## src/rtl/present_pkg.sv

```systemverilog
// Shared constants and types for the PRESENT-80 decryption controller.
package present_pkg;

    localparam int unsigned NR_ROUNDS = 32;
    localparam int unsigned KEY_W     = 80;
    localparam int unsigned BLK_W     = 64;
    localparam int unsigned BUS_W     = 80;

    // Decoder load-control encodings driven on dec_pl.
    localparam logic [1:0] PL_RUN = 2'b00;
    localparam logic [1:0] PL_BLK = 2'b01;
    localparam logic [1:0] PL_KEY = 2'b10;

    typedef enum logic [2:0] {
        IDLE,
        KEYLD,
        EXPAND,
        BLKLD,
        RUN,
        RESP
    } ctrl_state_t;

endpackage

```

## src/rtl/present_dec_ctrl_rr_arb2.sv

```systemverilog
// Two-way round-robin arbiter. The last-served pointer is updated on
// grant_done; the grant already honours that update in the same cycle so
// a new job can be granted on the edge that retires the previous one.
module rr_arb2 (
    input  logic       clk,
    input  logic       reset,
    input  logic [1:0] req,
    input  logic       grant_done,
    input  logic       done_ch,
    output logic [1:0] grant
);

    logic last;
    logic last_eff;

    // Last-served pointer; channel 1 after reset so channel 0 wins first.
    always_ff @(posedge clk or posedge reset) begin
        if (reset) begin
            last <= 1'b1;
        end else if (grant_done) begin
            last <= done_ch;
        end
    end

    // Grant the requester not served last when both request.
    always_comb begin
        last_eff = grant_done ? done_ch : last;
        grant    = '0;
        if (req == 2'b11) begin
            grant = last_eff ? 2'b01 : 2'b10;
        end else begin
            grant = req;
        end
    end

endmodule

```

## src/rtl/present_dec_ctrl.sv

```systemverilog
// Job sequencer and two-channel arbiter in front of a single PRESENT-80
// decoder: drives the pl/in_text load protocol and captures the plaintext.
module present_dec_ctrl
    import present_pkg::*;
#(
    parameter int unsigned EXP_CYCLES  = 30,
    parameter int unsigned RUN_TIMEOUT = 40
) (
    input  logic                 clk,
    input  logic                 reset,
    input  logic [1:0]           req_valid,
    output logic [1:0]           req_ready,
    input  logic [2*KEY_W-1:0]   req_key,
    input  logic [2*BLK_W-1:0]   req_ct,
    output logic [1:0]           rsp_valid,
    input  logic [1:0]           rsp_ready,
    output logic [BLK_W-1:0]     rsp_pt,
    output logic                 rsp_err,
    output logic                 dec_rst_n,
    output logic [1:0]           dec_pl,
    output logic [BUS_W-1:0]     dec_in,
    input  logic                 dec_done,
    input  logic [BLK_W-1:0]     dec_text
);

    localparam int unsigned CNT_W = 16;
    localparam logic [CNT_W-1:0] EXP_LAST = CNT_W'(EXP_CYCLES - 1);
    localparam logic [CNT_W-1:0] RUN_LAST = CNT_W'(RUN_TIMEOUT - 1);

    ctrl_state_t        state, state_nx;
    logic [CNT_W-1:0]   cnt, cnt_nx;
    logic [KEY_W-1:0]   key_r, key_nx;
    logic [BLK_W-1:0]   ct_r, ct_nx;
    logic               ch_r, ch_nx;
    logic [BLK_W-1:0]   pt_nx;
    logic               err_nx;
    logic [1:0]         pl_nx;
    logic [BUS_W-1:0]   in_nx;
    logic [1:0]         rst_sync;
    logic [1:0]         grant;
    logic               accept_ok;
    logic               rsp_hs;
    logic               job_hs;
    logic [KEY_W-1:0]   sel_key;
    logic [BLK_W-1:0]   sel_ct;

    rr_arb2 u_arb (
        .clk        (clk),
        .reset      (reset),
        .req        (req_valid),
        .grant_done (rsp_hs),
        .done_ch    (ch_r),
        .grant      (grant)
    );

    // Decoder reset: asserted with reset, released two edges after it drops.
    always_ff @(posedge clk or posedge reset) begin
        if (reset) begin
            rst_sync <= '0;
        end else begin
            rst_sync <= {rst_sync[0], 1'b1};
        end
    end

    assign dec_rst_n = rst_sync[1];

    // Handshake decode and per-channel ready/valid steering.
    always_comb begin
        rsp_hs    = (state == RESP) && rsp_ready[ch_r];
        accept_ok = dec_rst_n && ((state == IDLE) || rsp_hs);
        req_ready = accept_ok ? grant : 2'b00;
        job_hs    = |(req_valid & req_ready);
        sel_key   = req_ready[1] ? req_key[2*KEY_W-1:KEY_W] : req_key[KEY_W-1:0];
        sel_ct    = req_ready[1] ? req_ct[2*BLK_W-1:BLK_W]  : req_ct[BLK_W-1:0];
        rsp_valid = 2'b00;
        if (state == RESP) begin
            rsp_valid[ch_r] = 1'b1;
        end
    end

    // Next-state and next-output logic; dec_pl defaults to run so every
    // load code lasts exactly one cycle.
    always_comb begin
        state_nx = state;
        cnt_nx   = cnt;
        key_nx   = key_r;
        ct_nx    = ct_r;
        ch_nx    = ch_r;
        pt_nx    = rsp_pt;
        err_nx   = rsp_err;
        pl_nx    = PL_RUN;
        in_nx    = dec_in;
        case (state)
            IDLE: begin
            end
            KEYLD: begin
                state_nx = EXPAND;
                cnt_nx   = '0;
            end
            EXPAND: begin
                if (cnt == EXP_LAST) begin
                    state_nx = BLKLD;
                    pl_nx    = PL_BLK;
                    in_nx    = {{(BUS_W-BLK_W){1'b0}}, ct_r};
                    cnt_nx   = '0;
                end else begin
                    cnt_nx = cnt + CNT_W'(1);
                end
            end
            BLKLD: begin
                state_nx = RUN;
                cnt_nx   = '0;
            end
            RUN: begin
                if (dec_done) begin
                    pt_nx    = dec_text;
                    err_nx   = 1'b0;
                    state_nx = RESP;
                    cnt_nx   = '0;
                end else if (cnt == RUN_LAST) begin
                    pt_nx    = '0;
                    err_nx   = 1'b1;
                    state_nx = RESP;
                    cnt_nx   = '0;
                end else begin
                    cnt_nx = cnt + CNT_W'(1);
                end
            end
            RESP: begin
                if (rsp_hs) begin
                    state_nx = IDLE;
                end
            end
            default: begin
                state_nx = IDLE;
            end
        endcase
        // A job handshake can only occur in IDLE or on the edge that retires
        // a result, so the accept path is shared here after the case.
        if (job_hs) begin
            key_nx   = sel_key;
            ct_nx    = sel_ct;
            ch_nx    = req_ready[1];
            state_nx = KEYLD;
            pl_nx    = PL_KEY;
            in_nx    = sel_key;
        end
    end

    // State, job latches and registered decoder/response outputs.
    always_ff @(posedge clk or posedge reset) begin
        if (reset) begin
            state   <= IDLE;
            cnt     <= '0;
            key_r   <= '0;
            ct_r    <= '0;
            ch_r    <= 1'b0;
            rsp_pt  <= '0;
            rsp_err <= 1'b0;
            dec_pl  <= PL_RUN;
            dec_in  <= '0;
        end else begin
            state   <= state_nx;
            cnt     <= cnt_nx;
            key_r   <= key_nx;
            ct_r    <= ct_nx;
            ch_r    <= ch_nx;
            rsp_pt  <= pt_nx;
            rsp_err <= err_nx;
            dec_pl  <= pl_nx;
            dec_in  <= in_nx;
        end
    end

endmodule

```

## config.mk

```make
export PLATFORM = sky130hd
export DESIGN_NAME = present_dec_ctrl
export DESIGN_NICKNAME = d
export VERILOG_FILES = /design/src/rtl/present_pkg.sv /design/src/rtl/present_dec_ctrl_rr_arb2.sv /design/src/rtl/present_dec_ctrl.sv
export SDC_FILE = /design/constraint.sdc
export NUM_CORES = 1
export LEC_CHECK = 0
export CAP_MARGIN = 20
export CORE_AREA = 5 5 198 200
export DETAILED_ROUTE_END_ITERATION = 16
export DIE_AREA = 0 0 203 205
export HOLD_SLACK_MARGIN = 0.03
export SYNTH_ARGS = -nofsm -noshare
export SYNTH_HDL_FRONTEND = slang
export SYNTH_HIERARCHICAL = 1
export SYNTH_SLANG_ARGS = --single-unit
export TNS_END_PERCENT = 1
```

## constraint.sdc

```tcl
create_clock -name clk -period 7 [get_ports clk]
set_clock_uncertainty 0.05 [all_clocks]
set_input_delay 1.05 -clock clk [delete_from_list [all_inputs] [get_ports clk]]
set_output_delay 1.05 -clock clk [all_outputs]
set_load 0.05 [all_outputs]
```

==> results of run 1 <==
[synthesized netlist by cell type (all sizes together), types with 3 or more instances]
cell type / n / area, sq um
nor3: 7 / 45.04
and2: 21 / 131.4
a211oi: 18 / 135.1
o2bb2ai: 18 / 157.7
nand2b: 4 / 25.02
clkbuf: 36 / 136.4
nor2: 100 / 377.9
a31oi: 21 / 131.4
a22o: 67 / 586.8
nand3: 4 / 20.02
buf: 46 / 267.8
xor2: 5 / 43.79
a221o: 15 / 150.1
dfrtp: 233 / 5831
xnor2: 6 / 52.55
o221a: 31 / 349.1
and3: 4 / 25.02
a21oi: 133 / 665.6
nand2: 148 / 555.5
mux2: 3 / 41.29
mux2i: 63 / 630.6
o21ai: 8 / 40.04
inv: 11 / 41.29
nand4: 6 / 37.54
[state kept, by name, summed over array words and instances (netlist names)]
name and count:
rsp_pt 64, ch_r 1, state 3, dec_in 80, rst_sync 2, u_arb/last 1, ct_r 64, rsp_err 1
dec_pl 2, cnt 16
[layer usage]
layer | vias to the layer above | global-route usage [%] | routed length, um
met5 | - | 0 | 0
met4 | 0 | 3.710 | 650
met3 | 44 | 5.588 | 3312
met2 | 372 | 32.89 | 20610
met1 | 4847 | 23.59 | 16670
li1 | 4669 | - | -
[per-stage QoR]
step | power (uW) | util (%) | area, sq um | instances
after global placement | 6167 | 43.49 | 16190 | 1952
after global routing | 8003 | 45.96 | 17110 | 2000
after detailed placement | 6205 | 43.49 | 16190 | 1952
final | 7605 | 45.96 | 17110 | 2000
after CTS | 7698 | 45.95 | 17110 | 1999
after floorplan | 4769 | - | 10740 | 1036
[power breakdown]
group / internal (uW) / switching (uW) / total (uW)
clock network: 874 / 571 / 1440
logic: 1430 / 2380 / 3810
registers: 1960 / 385 / 2350
[cell families (layout without fill, tap and decap cells)]
logic type,Yosys count,count (layout),synth area share (%)
XOR/XNOR,11,11,0.8972
AO/OA/AOI/OAI,320,320,21.29
AND/OR/NAND/NOR,307,307,12.48
adder cells (fa/ha/maj),2,2,0.2330
flip-flops,234,234,54.54
multiplexers,66,66,6.257
other,1,2,0.03492
buffers and inverters,95,584,4.265
[cell type report]
class,count,area share [%]
Antenna cell,1,0.01463
Timing Repair Buffer,524,30.53
Clock buffer,37,4.710
Inverter,13,0.3364
Clock inverter,10,0.6436
Multi-Input combinational cell,707,26.07
Sequential cell,234,34.24
Tap cell,474,3.467
[worst max-delay path by stage]
stage / endpoint / depth (start not counted)
3_5_place_dp: dec_in[10] / 11
2_1_floorplan: ch_r / 1
4_1_cts: req_ready[1] / 9
3_3_place_gp: dec_in[10] / 11
5_1_grt: req_ready[1] / 9
6_report: req_ready[1] / 9
==> results.cfg, run 1 <==
[timing]
hold_viol_final = 0
layout_min_cycle_time_ps = 5270
final_max_slew_viol_count = 0
report.final.setup_viol = 0
slew_headroom_pct = 33.15
tightest_slew_ps = 1000
fin_setup_tns_ps = 0
unrepaired_setup_endpoints_after_global_routing = no
final_critical_path_setup_slack_ps = 1730
fmax_mhz = 189.7
finalHoldWorstSlack_ps = 296.9
min_period_over_period_pct = 75.29

[critical_path]
data_arrival_time_of_the_critical_path_ps = 4170
r2r_end = dec_in[47]
worst-endpoint-required_ps = 5900
setup.worst_path.class = in2out
cells_along_the_critical_path = clkdlybuf4s50_1, mux2i_1, nor3_1, mux2_4, a21oi_4, nand2_2, buf_4, inv_2, clkdlybuf4s50_1
worst-r2r-cell-count = 10
critPathLaunch = rsp_ready[1]
critPathMaxFanout = 65
cp-end-kind = primary output
worst_setup_path_start_kind = input pin
stage_delay_of_the_slowest_cell_on_the_critical_path_ps = 810
path_common_cell = sky130_fd_sc_hd__clkdlybuf4s50_1
worst-r2r-setup-slack_ps = 2340
reg2reg_from = state[0]
critPathTopFamily = buffers and inverters
critPathSlowestCell = sky130_fd_sc_hd__clkdlybuf4s50_1
critical_path_buf_inv_count = 4

[floorplan]
boundaryPins = 511
die_height_um = 205
initial_core_util_pct = 28.85
die_area_sq_mm = 0.04162
die_w_um = 203
placeable_core_region_sq_mm = 0.03722
placement_rows = 71

[global_routing]
first_global_vias = 10480
grt_max_degree = 154
wire_length_of_the_first_global_routing_pass_um = 62690
globalRoute.totalOverflow = 0
antenna_found_initial = 1
grt_usage_pct = 18.92

[yosys]
synth-warning-count = 6
netlist_instances = 1036
post_synth_instance_area_sq_mm = 0.01074
synth.yosys.seq_area_share_pct = 54.54
yosys_register_bits = 234
mean_area_per_synthesized_cell_sq_um = 10.36
synth_enable_flop_cells = 0
share_of_flip_flops_with_an_asynchronous_set_or_reset_after_synthesis_pct = 100.0
synth_nets = 1397
synth_cell_types = 52
ys.flop_type = sky130_fd_sc_hd__dfrtp_1

[cts]
cts_hold_repair.buffers = 0
cts_tree = yes
cts-buffers-inserted = 28
clkSinkCount = 234
clock_root_cell = sky130_fd_sc_hd__clkbuf_16
worst_skew_pair.late_latency_ps = 540
number_of_buffers_inserted_by_post_cts_setup_repair = 0
cts_htree_levels = 1
clock_tree.buffer_depth = 3
cts_resized = 0
cts.clk_slew.worst_paths_ps = 50

[hold_path]
min_delay_path_depth = 0
timing.hold.worst.class = reg2reg
whs_endpoint = rst_sync[1]
timing.hold.worst.start = rst_sync[0]

[final_layout]
layout.cells.most_common_list = 510 x sky130_fd_sc_hd__clkdlybuf4s50_1, 233 x sky130_fd_sc_hd__dfrtp_1, 147 x sky130_fd_sc_hd__nand2_1, 132 x sky130_fd_sc_hd__a21oi_1, 99 x sky130_fd_sc_hd__nor2_1
register_area_sq_mm = 0.005857
drive_gt1_share_pct = 7.148
layout.nets = 1869
fillers = 3515
multi_input_comb_area_sq_mm = 0.004459
area_delta_synth_final_pct = 59.32
layout_commonest_cell = sky130_fd_sc_hd__clkdlybuf4s50_1

[job]
maxCapViolCount = 0

[pwr]
leakagePower_uw = 0.007190
powerDensity_mw_per_mm2 = 444.5
irDropWorstVdd_v = 0.0001592

[placed_design]
dp_hpwl_um = 29930
post-place-ws_ps = 1546
gpl.final_weighted_congestion = 0.7988
port-buffer-count = 510

[detailed_routing]
postRouteAntennaNets = 0
drt-initial-drc-count = 577
drt_first_pass_iters = 4
remaining_drc_errors = 0
vias = 9932
detail_route.wirelength_um = 41250
routed_wire_length_per_instance_um = 20.62
viasPerCell = 4.966

[outcome]
result_of_the_run = completed
Note: power is estimated with default switching activity, not from simulation.
==> run 2, diff against run 1 <==
- CORE_AREA: 5 5 198 200 -> 5 5 194 196
- DIE_AREA: 0 0 203 205 -> 0 0 199 201
- clock period: 7 -> 5.5 ns (I/O delays scaled with it)
==> results.cfg, run 2 (synthesized netlist as in run 1, its figures left out) <==
[detailed_routing]
postRouteAntennaNets = 0
routed_wire_length_per_instance_um = 20.82
viasPerCell = 5.022
drt-initial-drc-count = 486
vias = 10020
drt_first_pass_iters = 5
detail_route.wirelength_um = 41560
remaining_drc_errors = 0

[pwr]
seq_power_share_pct = 30.7
leakagePower_uw = 0.007230
p_switching_uw = 4249
powerDensity_mw_per_mm2 = 567.5
clock_power_share_pct = 19.4
power.switching_fraction_pct = 43.62
irDropWorstVdd_v = 0.0003490
internal_power_uw = 5491
comb_power_share_pct = 50.0

[hold_path]
timing.hold.worst.start = rst_sync[0]
min_delay_path_depth = 0
timing.hold.worst.class = reg2reg
whs_endpoint = rst_sync[1]

[floorplan]
placeable_core_region_sq_mm = 0.03591
placement_rows = 70
die_w_um = 199
boundaryPins = 511
die_height_um = 201
die_area_sq_mm = 0.04000
initial_core_util_pct = 29.90

[timing]
hold_viol_final = 0
slew_headroom_pct = 26.43
min_period_over_period_pct = 74.20
tightest_slew_ps = 1104
fin_setup_tns_ps = 0
final_critical_path_setup_slack_ps = 1419
layout_min_cycle_time_ps = 4081
unrepaired_setup_endpoints_after_global_routing = no
fmax_mhz = 245.0
report.final.setup_viol = 0
final_max_slew_viol_count = 0

[cts]
cts_tree = yes
clock_root_cell = sky130_fd_sc_hd__clkbuf_16
cts-buffers-inserted = 27
number_of_buffers_inserted_by_post_cts_setup_repair = 0
clkSinkCount = 234
cts_htree_levels = 1
cts_hold_repair.buffers = 0
clock_tree.buffer_depth = 3
cts_resized = 0
cts.clk_slew.worst_paths_ps = 60
worst_skew_pair.late_latency_ps = 540

[global_routing]
first_global_vias = 10350
antenna_found_initial = 2
grt_max_degree = 130
wire_length_of_the_first_global_routing_pass_um = 62540
grt_usage_pct = 19.76
globalRoute.totalOverflow = 0

[final_layout]
register_area_sq_mm = 0.005857
regMostFlops = dec_in
layout_commonest_cell = sky130_fd_sc_hd__clkdlybuf4s50_1
largest_reg_flops = 80
layout.cells.most_common_list = 509 x sky130_fd_sc_hd__clkdlybuf4s50_1, 233 x sky130_fd_sc_hd__dfrtp_1, 147 x sky130_fd_sc_hd__nand2_1, 132 x sky130_fd_sc_hd__a21oi_1, 99 x sky130_fd_sc_hd__nor2_1
layout.nets = 1869
finalNonFillerCells = 1996
final_core_util_pct = 47.79
multi_input_comb_area_sq_mm = 0.004459
fillers = 3431
biggestRegsByFlops = dec_in x80, ct_r x64, rsp_pt x64
area_delta_synth_final_pct = 59.82
drive_gt1_share_pct = 7.269

[critical_path]
data_arrival_time_of_the_critical_path_ps = 3210
critPathMaxFanout = 54
worst_setup_path_start_kind = flip-flop
setup.worst_path.class = reg2out
worst-endpoint-required_ps = 4620
worst-r2r-cell-count = 11
r2r_end = dec_in[34]
cp-end-kind = primary output
stage_delay_of_the_slowest_cell_on_the_critical_path_ps = 640
reg2reg_from = state[0]
worst-r2r-setup-slack_ps = 1640
critPathSlowestCell = sky130_fd_sc_hd__dfrtp_1
cells_along_the_critical_path = inv_1, nor3_1, mux2_4, a21oi_4, buf_4, nand2_2, inv_2, buf_12

[placed_design]
numPlacedInstances = 1947
post-place-ws_ps = 1052
port-buffer-count = 510
dp_hpwl_um = 29830
gpl.final_weighted_congestion = 0.8135

[job]
maxCapViolCount = 0

[outcome]
result_of_the_run = completed
==> run 2: cell types whose count changed in the layout (fill, tap and decap cells not counted), sizes merged <==
cell           delta
clkdlybuf4s50     -1
buf               +2
bufinv            +2
inv               +1
clkinv            +1
clkinvlp          -3
==> run 2: layer usage <==
layer  part of all wire [%]  GRT usage [%]  routed length [um]  up-vias
met4                    2.3          5.154                 973        2
li1                       -              -                   -     4669
met5                  0.031              0                  13        -
met3                    8.6          5.791                3584       57
met2                     50          34.35               20770      408
met1                     39          23.93               16220     4887
==> run 2: cell type report <==
class                           instances  share of cell area (%)
Clock inverter                         11                  0.9405
Clock buffer                           37                   4.506
Timing Repair Buffer                  525                   30.68
Inverter                               13                  0.3354
Antenna cell                            1                 0.01458
Tap cell                              468                   3.412
Multi-Input combinational cell        707                   25.98
Sequential cell                       234                   34.13
==> run 2: power groups by stage <==
stage	clock, uW	combinational (uW)	sequential [uW]
final	1890	4870	2990
after global routing	2020	5140	3090
after CTS	1950	4930	2990
after detailed placement	0	4920	2990
after global placement	0	4870	2990
after floorplan	0	1420	4650
==> run 2: how the worst max path moves through the flow <==
stage                  from           end  slack (ps)
2_1_floorplan         reset          ch_r        1580
3_3_place_gp   rsp_ready[1]    dec_in[59]        1170
3_5_place_dp   rsp_ready[0]    dec_in[59]        1050
4_1_cts            state[0]  req_ready[1]        1330
5_1_grt            state[0]  req_ready[1]        1170
6_report           state[0]  req_ready[1]        1420
==> run 2: critical path: cells and delay by family, from the launching register on <==
family / cells / cell delay (ps)
buffers and inverters: 4 / 1090
flip-flops: 1 / 640
AND/OR/NAND/NOR: 2 / 410
multiplexers: 1 / 360
AO/OA/AOI/OAI: 1 / 170
==> run 2: metrics by stage <==
stage | power [uW] | instance area (sq um) | hold WS (ps)
3_5_place_dp | 7911 | 16220 | 287.9
2_1_floorplan | 6070 | 10740 | 281.2
3_3_place_gp | 7864 | 16220 | 286.0
4_1_cts | 9867 | 17160 | 297.2
6_report | 9740 | 17160 | 299.4
5_1_grt | 10250 | 17160 | 316.2
